File: config.mk
export PLATFORM = sky130hd
export DESIGN_NAME = shift_mix_add_stage_flat
export DESIGN_NICKNAME = d
export VERILOG_FILES = /design/src/rtl/shift_mix_add_stage_if.sv /design/src/rtl/shift_mix_add_stage.sv /design/src/flat_wrapper.sv
export SDC_FILE = /design/constraint.sdc
export NUM_CORES = 1
export LEC_CHECK = 0
export BUFFER_PORTS_ARGS = -buffer_cell sky130_fd_sc_hd__buf_4
export CAP_MARGIN = 20
export CELL_PAD_IN_SITES_DETAIL_PLACEMENT = 1
export CELL_PAD_IN_SITES_GLOBAL_PLACEMENT = 1
export CORE_MARGIN = 2
export CORE_UTILIZATION = 40
export DETAILED_ROUTE_END_ITERATION = 8
export GPL_ROUTABILITY_DRIVEN = 0
export PLACE_DENSITY_LB_ADDON = 0.1
export REMOVE_ABC_BUFFERS = 1
export SETUP_SLACK_MARGIN = 0.5
export SLEW_MARGIN = 20
export SYNTH_ARGS = -nofsm -noshare
export SYNTH_HDL_FRONTEND = slang
export SYNTH_SLANG_ARGS = --single-unit
File: constraint.sdc
create_clock -name clk -period 4.4 [get_ports clk]
set_input_delay 0.44 -clock clk [delete_from_list [all_inputs] [get_ports clk]]
set_output_delay 0.44 -clock clk [all_outputs]
set_load 0.05 [all_outputs]
File: src/rtl/shift_mix_add_stage_if.sv
// shift_mix_add_stage_if
// Handshake bundle for the AES round-tail stage. It carries both sides of the
// stage: the input beat (post-SubBytes state, round number and round key) and
// the registered result (round output state, round echo and flags).
//
// Signals:
//   in_valid   input beat present                  (master -> slave)
//   in_ready   stage can accept a beat this cycle  (slave -> master)
//   in_state   128-bit post-SubBytes state, byte 0 = [127:120]
//   in_round   round number, 1..10 legal
//   in_key     128-bit round key, same byte order as in_state
//   out_valid  result present                      (slave -> master)
//   out_ready  consumer accepts result             (master -> slave)
//   out_state  128-bit round output state
//   out_round  echo of in_round
//   out_last   result belongs to round 10
//   out_err    round number was 0 or above 10
//
// Modports:
//   master  producer/consumer side (the round controller or a testbench)
//   slave   the shift_mix_add_stage itself
interface shift_mix_add_stage_if;
    logic         in_valid;
    logic         in_ready;
    logic [127:0] in_state;
    logic [3:0]   in_round;
    logic [127:0] in_key;
    logic         out_valid;
    logic         out_ready;
    logic [127:0] out_state;
    logic [3:0]   out_round;
    logic         out_last;
    logic         out_err;

    modport master (
        output in_valid, in_state, in_round, in_key, out_ready,
        input  in_ready, out_valid, out_state, out_round, out_last, out_err
    );

    modport slave (
        input  in_valid, in_state, in_round, in_key, out_ready,
        output in_ready, out_valid, out_state, out_round, out_last, out_err
    );
endinterface

File: src/rtl/shift_mix_add_stage.sv
// shift_mix_add_stage
// Round-tail stage of the AES-128 encryption datapath. It takes the state
// coming out of SubBytes, applies ShiftRows, MixColumns (bypassed in round 10)
// and AddRoundKey, and hands the registered result to the round controller.
// Both sides use valid/ready, so the stage stalls without losing a beat.
//
// Ports:
//   clk      rising-edge clock
//   reset_n  asynchronous, active-low reset
//   bus      shift_mix_add_stage_if.slave (input beat and registered result)
//
// Configuration:
//   SMA_PIPE_EN  when defined, the stage is split into two registers
//                (A: ShiftRows + MixColumns/bypass with key and flags,
//                 B: result after AddRoundKey), giving 2-cycle latency at
//                one beat per cycle. When undefined, a single output
//                register gives 1-cycle latency.
module shift_mix_add_stage (
    input  logic                  clk,
    input  logic                  reset_n,
    shift_mix_add_stage_if.slave  bus
);

    // GF(2^8) multiply by 2 with the AES reduction polynomial.
    function automatic logic [7:0] xtime(input logic [7:0] b);
        return {b[6:0], 1'b0} ^ (b[7] ? 8'h1b : 8'h00);
    endfunction

    // Byte (row, col) sits at index 4*col+row, counted from the MSB end.
    // Row r rotates left by r, so output (r,c) takes input (r,(c+r) mod 4).
    function automatic logic [127:0] shiftRows(input logic [127:0] s);
        logic [127:0] res;
        res = '0;
        for (int c = 0; c < 4; c++) begin
            for (int r = 0; r < 4; r++) begin
                res[127 - 8*(4*c + r) -: 8] = s[127 - 8*(4*((c + r) % 4) + r) -: 8];
            end
        end
        return res;
    endfunction

    // One column is four contiguous bytes, a0 in the top byte. 3*a is
    // written as xtime(a)^a.
    function automatic logic [31:0] mixColumn(input logic [31:0] col);
        logic [7:0] a0, a1, a2, a3;
        {a0, a1, a2, a3} = col;
        return {xtime(a0) ^ xtime(a1) ^ a1 ^ a2 ^ a3,
                a0 ^ xtime(a1) ^ xtime(a2) ^ a2 ^ a3,
                a0 ^ a1 ^ xtime(a2) ^ xtime(a3) ^ a3,
                xtime(a0) ^ a0 ^ a1 ^ a2 ^ xtime(a3)};
    endfunction

    logic         isFinal;
    logic         isErr;
    logic [127:0] shifted;
    logic [127:0] mixed;
    logic         inReady;
    logic         accept;

    // Error rounds (0 or >10) are still processed as ordinary full rounds;
    // only round 10 skips MixColumns.
    assign isFinal = (bus.in_round == 4'd10);
    assign isErr   = (bus.in_round == 4'd0) || (bus.in_round > 4'd10);
    assign shifted = shiftRows(bus.in_state);

    always_comb begin
        mixed = shifted;
        if (!isFinal) begin
            for (int c = 0; c < 4; c++) begin
                mixed[127 - 32*c -: 32] = mixColumn(shifted[127 - 32*c -: 32]);
            end
        end
    end

    // Output register (stage B when pipelined).
    logic         out_valid_q, out_valid_d;
    logic [127:0] out_state_q, out_state_d;
    logic [3:0]   out_round_q, out_round_d;
    logic         out_last_q,  out_last_d;
    logic         out_err_q,   out_err_d;

`ifdef SMA_PIPE_EN
    // Stage A keeps the key unapplied so AddRoundKey lands in stage B.
    logic         a_valid_q, a_valid_d;
    logic [127:0] a_mixed_q, a_mixed_d;
    logic [127:0] a_key_q,   a_key_d;
    logic [3:0]   a_round_q, a_round_d;
    logic         a_last_q,  a_last_d;
    logic         a_err_q,   a_err_d;
    logic         bAdvance;

    // Each register moves when the one downstream of it is empty or
    // draining this cycle. Data registers change only on a transfer.
    always_comb begin
        bAdvance = !out_valid_q || bus.out_ready;
        inReady  = !a_valid_q || bAdvance;
        accept   = bus.in_valid && inReady;

        a_valid_d = a_valid_q;
        a_mixed_d = a_mixed_q;
        a_key_d   = a_key_q;
        a_round_d = a_round_q;
        a_last_d  = a_last_q;
        a_err_d   = a_err_q;
        if (inReady) begin
            a_valid_d = bus.in_valid;
            if (accept) begin
                a_mixed_d = mixed;
                a_key_d   = bus.in_key;
                a_round_d = bus.in_round;
                a_last_d  = isFinal;
                a_err_d   = isErr;
            end
        end

        out_valid_d = out_valid_q;
        out_state_d = out_state_q;
        out_round_d = out_round_q;
        out_last_d  = out_last_q;
        out_err_d   = out_err_q;
        if (bAdvance) begin
            out_valid_d = a_valid_q;
            if (a_valid_q) begin
                out_state_d = a_mixed_q ^ a_key_q;
                out_round_d = a_round_q;
                out_last_d  = a_last_q;
                out_err_d   = a_err_q;
            end
        end
    end

    // Both stages reset empty; any in-flight beat is dropped on reset.
    always_ff @(posedge clk or negedge reset_n) begin
        if (!reset_n) begin
            a_valid_q   <= 1'b0;
            a_mixed_q   <= '0;
            a_key_q     <= '0;
            a_round_q   <= '0;
            a_last_q    <= 1'b0;
            a_err_q     <= 1'b0;
            out_valid_q <= 1'b0;
            out_state_q <= '0;
            out_round_q <= '0;
            out_last_q  <= 1'b0;
            out_err_q   <= 1'b0;
        end else begin
            a_valid_q   <= a_valid_d;
            a_mixed_q   <= a_mixed_d;
            a_key_q     <= a_key_d;
            a_round_q   <= a_round_d;
            a_last_q    <= a_last_d;
            a_err_q     <= a_err_d;
            out_valid_q <= out_valid_d;
            out_state_q <= out_state_d;
            out_round_q <= out_round_d;
            out_last_q  <= out_last_d;
            out_err_q   <= out_err_d;
        end
    end
`else
    // A new beat may replace a draining one on the same edge; valid falls
    // only when the result drains with nothing new arriving.
    always_comb begin
        inReady = !out_valid_q || bus.out_ready;
        accept  = bus.in_valid && inReady;

        out_valid_d = out_valid_q;
        out_state_d = out_state_q;
        out_round_d = out_round_q;
        out_last_d  = out_last_q;
        out_err_d   = out_err_q;
        if (accept) begin
            out_valid_d = 1'b1;
            out_state_d = mixed ^ bus.in_key;
            out_round_d = bus.in_round;
            out_last_d  = isFinal;
            out_err_d   = isErr;
        end else if (bus.out_ready) begin
            out_valid_d = 1'b0;
        end
    end

    // Reset clears the held result so nothing stale reappears after release.
    always_ff @(posedge clk or negedge reset_n) begin
        if (!reset_n) begin
            out_valid_q <= 1'b0;
            out_state_q <= '0;
            out_round_q <= '0;
            out_last_q  <= 1'b0;
            out_err_q   <= 1'b0;
        end else begin
            out_valid_q <= out_valid_d;
            out_state_q <= out_state_d;
            out_round_q <= out_round_d;
            out_last_q  <= out_last_d;
            out_err_q   <= out_err_d;
        end
    end
`endif

    assign bus.in_ready  = inReady;
    assign bus.out_valid = out_valid_q;
    assign bus.out_state = out_state_q;
    assign bus.out_round = out_round_q;
    assign bus.out_last  = out_last_q;
    assign bus.out_err   = out_err_q;

endmodule

File: src/flat_wrapper.sv
// flat-port wrapper written by rule: the top's interface ports become plain ports
module shift_mix_add_stage_flat 
  (clk, reset_n, bus_in_valid, bus_in_state, bus_in_round, bus_in_key, bus_out_ready, bus_in_ready, bus_out_valid, bus_out_state, bus_out_round, bus_out_last, bus_out_err);
  shift_mix_add_stage_if bus_i ();
  input  logic clk;
  input  logic reset_n;
  input wire logic [$bits(bus_i.in_valid)-1:0] bus_in_valid;
  input wire logic [$bits(bus_i.in_state)-1:0] bus_in_state;
  input wire logic [$bits(bus_i.in_round)-1:0] bus_in_round;
  input wire logic [$bits(bus_i.in_key)-1:0] bus_in_key;
  input wire logic [$bits(bus_i.out_ready)-1:0] bus_out_ready;
  output wire logic [$bits(bus_i.in_ready)-1:0] bus_in_ready;
  output wire logic [$bits(bus_i.out_valid)-1:0] bus_out_valid;
  output wire logic [$bits(bus_i.out_state)-1:0] bus_out_state;
  output wire logic [$bits(bus_i.out_round)-1:0] bus_out_round;
  output wire logic [$bits(bus_i.out_last)-1:0] bus_out_last;
  output wire logic [$bits(bus_i.out_err)-1:0] bus_out_err;
  assign bus_i.in_valid = bus_in_valid;
  assign bus_i.in_state = bus_in_state;
  assign bus_i.in_round = bus_in_round;
  assign bus_i.in_key = bus_in_key;
  assign bus_i.out_ready = bus_out_ready;
  assign bus_in_ready = bus_i.in_ready;
  assign bus_out_valid = bus_i.out_valid;
  assign bus_out_state = bus_i.out_state;
  assign bus_out_round = bus_i.out_round;
  assign bus_out_last = bus_i.out_last;
  assign bus_out_err = bus_i.out_err;
  shift_mix_add_stage u_core (.clk(clk), .reset_n(reset_n), .bus(bus_i));
endmodule
==> summary.md <==
The flow ran to the end, and the final reports show no timing, DRC or antenna violations. The H-tree generated during clock tree synthesis spans 4 levels. Compared with the post-synthesis result, the final layout area differs by 26.5%.

In this run the remaining antenna-violating nets after routing total 0. The via count of the first global-routing pass was 13,100; the DRC violation total after the first TritonRoute iteration was 550. Setup violations remaining at the end of the flow were counted as 0. The tools report the leakage component of the power as 9.04 nW. Synthesized-area fraction occupied by and/or/nand/nor cells: 15.8%. Of the synthesized area, sequential elements account for 23.7%. In this run the worst path has a maximum fanout of 68. The area fraction in compound gates after synthesis is 19.6%. During synthesis, Yosys emitted a total of 0 warnings. The post-synthesis share of cell area spent on full adders, half adders and majority gates came out at 0%. The cell sitting at the root of the clock tree is a clkbuf_16. In this run, synthesis produced a sequential element count of 135. The post-CTS repair timing setup buffer count came out at 0.

The longest clock path from root to sink contains 2 buffers. Dividing the detail-routed wire length by the instance count gives 23.0 um. Startpoint type of the worst setup path: a flop. Full die area: 37,100 um2. Total power for the finished layout comes to 7.10 mW. 400 I/O pins were placed.

Entering global routing, the biggest net connects 82 pins. The endpoint identified for the worst register-to-register timing path is u_core.bus.out_state[46]$_DFFE_PN0P_. The count of buffers added on input and output ports is 399.

The logs give 0 for the post-CTS resize count and 2.12 ns for the slack of the worst reg-to-reg path. The run gives 0.0769 ns as the minimum hold slack. The tools report the initial antenna violation count as 4. Buffers inserted to repair hold after CTS numbered 0.

The die height came out at 193 um. The wire length of the first global-routing pass was 76,100 um. The number of remaining DRC errors was 0; the arrival time at the worst endpoint was 2.65 ns. The global route total overflow came out at 0.

Of the available clock period, the critical path in the final layout requires 51.8%. The number of hold-slack violations in the final timing report is 0, and the via-per-instance ratio is 5.79. After synthesis, the mean cell area works out to 10.1 um2. The launch instance of the worst register-to-register path was u_core.bus.out_valid$_DFFE_PN0P_.

For the clock net sink count, the log shows 135. The run gives 0 as the total of max-cap violations. The post-route non-filler standard cell count came out at 2,175. The horizontal die dimension came out at 193 um. By area, the combinational part of the netlist is dominated by XOR/XNOR gates. For this run, the leading register cell type out of synthesis is dfrtp_1. For the wire length after detailed routing, the log shows 49,900 um.

TritonCTS built the clock tree. After synthesis, the share of cell area in mux cells is 0.141%. Setup repair after global routing left no endpoint under its margin.

For the count of mapped cells out of synthesis, the log shows 1,416. The worst path in the final design needs a cycle of 2.28 ns, including I/O delays and setup. The run gives 14,200 um2 as the netlist area before placement. Once placement completed, the tool counted placed cells totaling 2,143.

The floorplan has 69 rows. In this run the power density over the cells is 394 nW/um2. The share of async-settable or async-resettable flops after synthesis works out to 100%. Cells with a size suffix above 1 make up 27.7% of the layout. The clock insertion delay at the later pin of the skew report is 0.43 ns.

The count of flip-flops with a built-in enable after synthesis is 0, and the first-pass iteration count of the detailed router is 5. The tools report the final max-slew violation count as 0. Worst-case vdd ir drop: 285 uV. The final clock skew is 0.00658 ns, and the vias after detailed routing is 12,600.

The kind of end point of the critical path is a flop. Measured against its own limit, the worst slew margin works out to 34.8%. The length in cells of the worst reg-to-reg path works out to 6.

For the worst setup path, the data required time is 4.77 ns. Synthesis instantiated 50 different standard cells from the library. Timing would allow up to 439 MHz. By startpoint and endpoint, the worst setup path is classified as reg2reg. In this run the worst hold path is classified as in2async. Detailed placement ended at an HPWL of 36,000 um.

For this run, the post-layout net count is 1,965. The total area inside the core boundary comes to 35,300 um2. The run gives 17 as the number of buffers inserted during clock tree synthesis.

The initial core utilization was 40.3%. Of the total synthesized cell area, the portion taken by XOR and XNOR cells is 35.7%. The total routing usage reported by global routing is 26.8%, and the transition time at the pin with the least slew margin is 0.978 ns. The clock-pin slew on the worst setup and hold paths works out to 0.06 ns.
per-stage QoR:
stage	util, %	TNS [ns]	setup WS, ns	cell area (um2)
4_1_cts	51.0	0	2.13	18000
6_report	51.0	0	2.12	18000
3_3_place_gp	49.5	0	1.94	17500
5_1_grt	51.0	0	2.06	18000
3_5_place_dp	49.5	0	1.85	17500
2_1_floorplan	-	-357.31	-2.87	13600
state kept, by name (all words and copies together), names as in the netlist:
| signal | flops |
|---|---|
| u_core.bus.out_state | 128 |
| u_core.bus.out_round | 4 |
| u_core.bus.out_err | 1 |
| u_core.bus.out_last | 1 |
| u_core.bus.out_valid | 1 |
cell families (layout without fill, tap and decap cells):
| logic type | count (synthesis) | count (layout) |
|---|---|---|
| other | 0 | 3 |
| DFF | 135 | 135 |
| AOI/OAI and AO/OA | 326 | 326 |
| muxes | 2 | 2 |
| xor gates and xnor gates | 298 | 298 |
| buffers and inverters | 177 | 472 |
| and+or+nand+nor | 478 | 478 |
power breakdown:
| part | leakage, nW | internal, mW | switching, mW |
|---|---|---|---|
| registers | 1.66 | 1.56 | 0.196 |
| clock network | 0.274 | 0.816 | 0.614 |
| logic | 7.10 | 1.58 | 2.33 |
| total | 9.04 | 3.96 | 3.14 |
area by class of cell:
| class | instances | area [um2] |
|---|---|---|
| antenna | 3 | 7.51 |
| timing repair buffer | 418 | 3230 |
| inverter | 25 | 93.8 |
| sequential | 135 | 3380 |
| clock buffer | 26 | 529 |
| clock inverter | 3 | 15.0 |
| multi-input combinational | 1104 | 10200 |
| fill | 3995 | 17300 |
| tap | 461 | 577 |
how the worst max path moves through the flow:
| stage | start | endpoint | slack [ns] |
|---|---|---|---|
| after CTS | u_core.bus.out_valid$_DFFE_PN0P_ | u_core.bus.out_state[46]$_DFFE_PN0P_ | 2.13 |
| after global routing | u_core.bus.out_valid$_DFFE_PN0P_ | u_core.bus.out_state[113]$_DFFE_PN0P_ | 2.06 |
| after detailed placement | bus_in_round[2] | u_core.bus.out_state[46]$_DFFE_PN0P_ | 1.85 |
| after floorplan | u_core.bus.out_valid$_DFFE_PN0P_ | u_core.bus.out_state[115]$_DFFE_PN0P_ | -2.87 |
| after global placement | bus_in_round[2] | u_core.bus.out_state[39]$_DFFE_PN0P_ | 1.94 |
| final | u_core.bus.out_valid$_DFFE_PN0P_ | u_core.bus.out_state[46]$_DFFE_PN0P_ | 2.12 |
placed cells by master, fill, tap and decap left out, types with 25 or more instances in the layout:
cell,n
buf_4,410
nand2_1,187
xnor3_1,143
dfrtp_1,135
nand3_1,90
nor2_1,71
xnor2_1,68
xor2_1,50
o2111ai_1,46
o21ai_0,44
a2111o_1,40
o2111a_1,30
a211oi_1,28
a221o_1,28
nand2b_1,27
and2_1,25
critical path: stages (launching register included):
cell      delay (ns)
dfrtp_1         0.39
nor2b_4         0.13
buf_4           0.29
nor2_4          0.15
buf_4           0.76
o2111a_1        0.33
a221o_1         0.12
metal layers:
layer / vias up / GRT usage (%) / wire [um]
met5: - / 0 / 30
met4: 4 / 9.31 / 1420
met3: 71 / 6.04 / 3400
met2: 361 / 44.7 / 24200
met1: 6336 / 34.0 / 20900
li1: 5818 / - / -
synth_stat cells, drive strengths merged, types with 30 or more instances:
master / n / area share, %
clkbuf: 108 / 2.9
o2111a: 30 / 2.4
xnor3: 146 / 23
o2111ai: 46 / 2.8
dfrtp: 135 / 24
buf: 44 / 1.6
nand2: 188 / 5.0
a2111o: 40 / 3.2
xnor2: 76 / 5.1
xor2: 50 / 3.1
o21ai: 44 / 1.5
nand3: 90 / 3.2
nor2: 72 / 1.9
No activity file was read; power rests on OpenSTA's default activity.
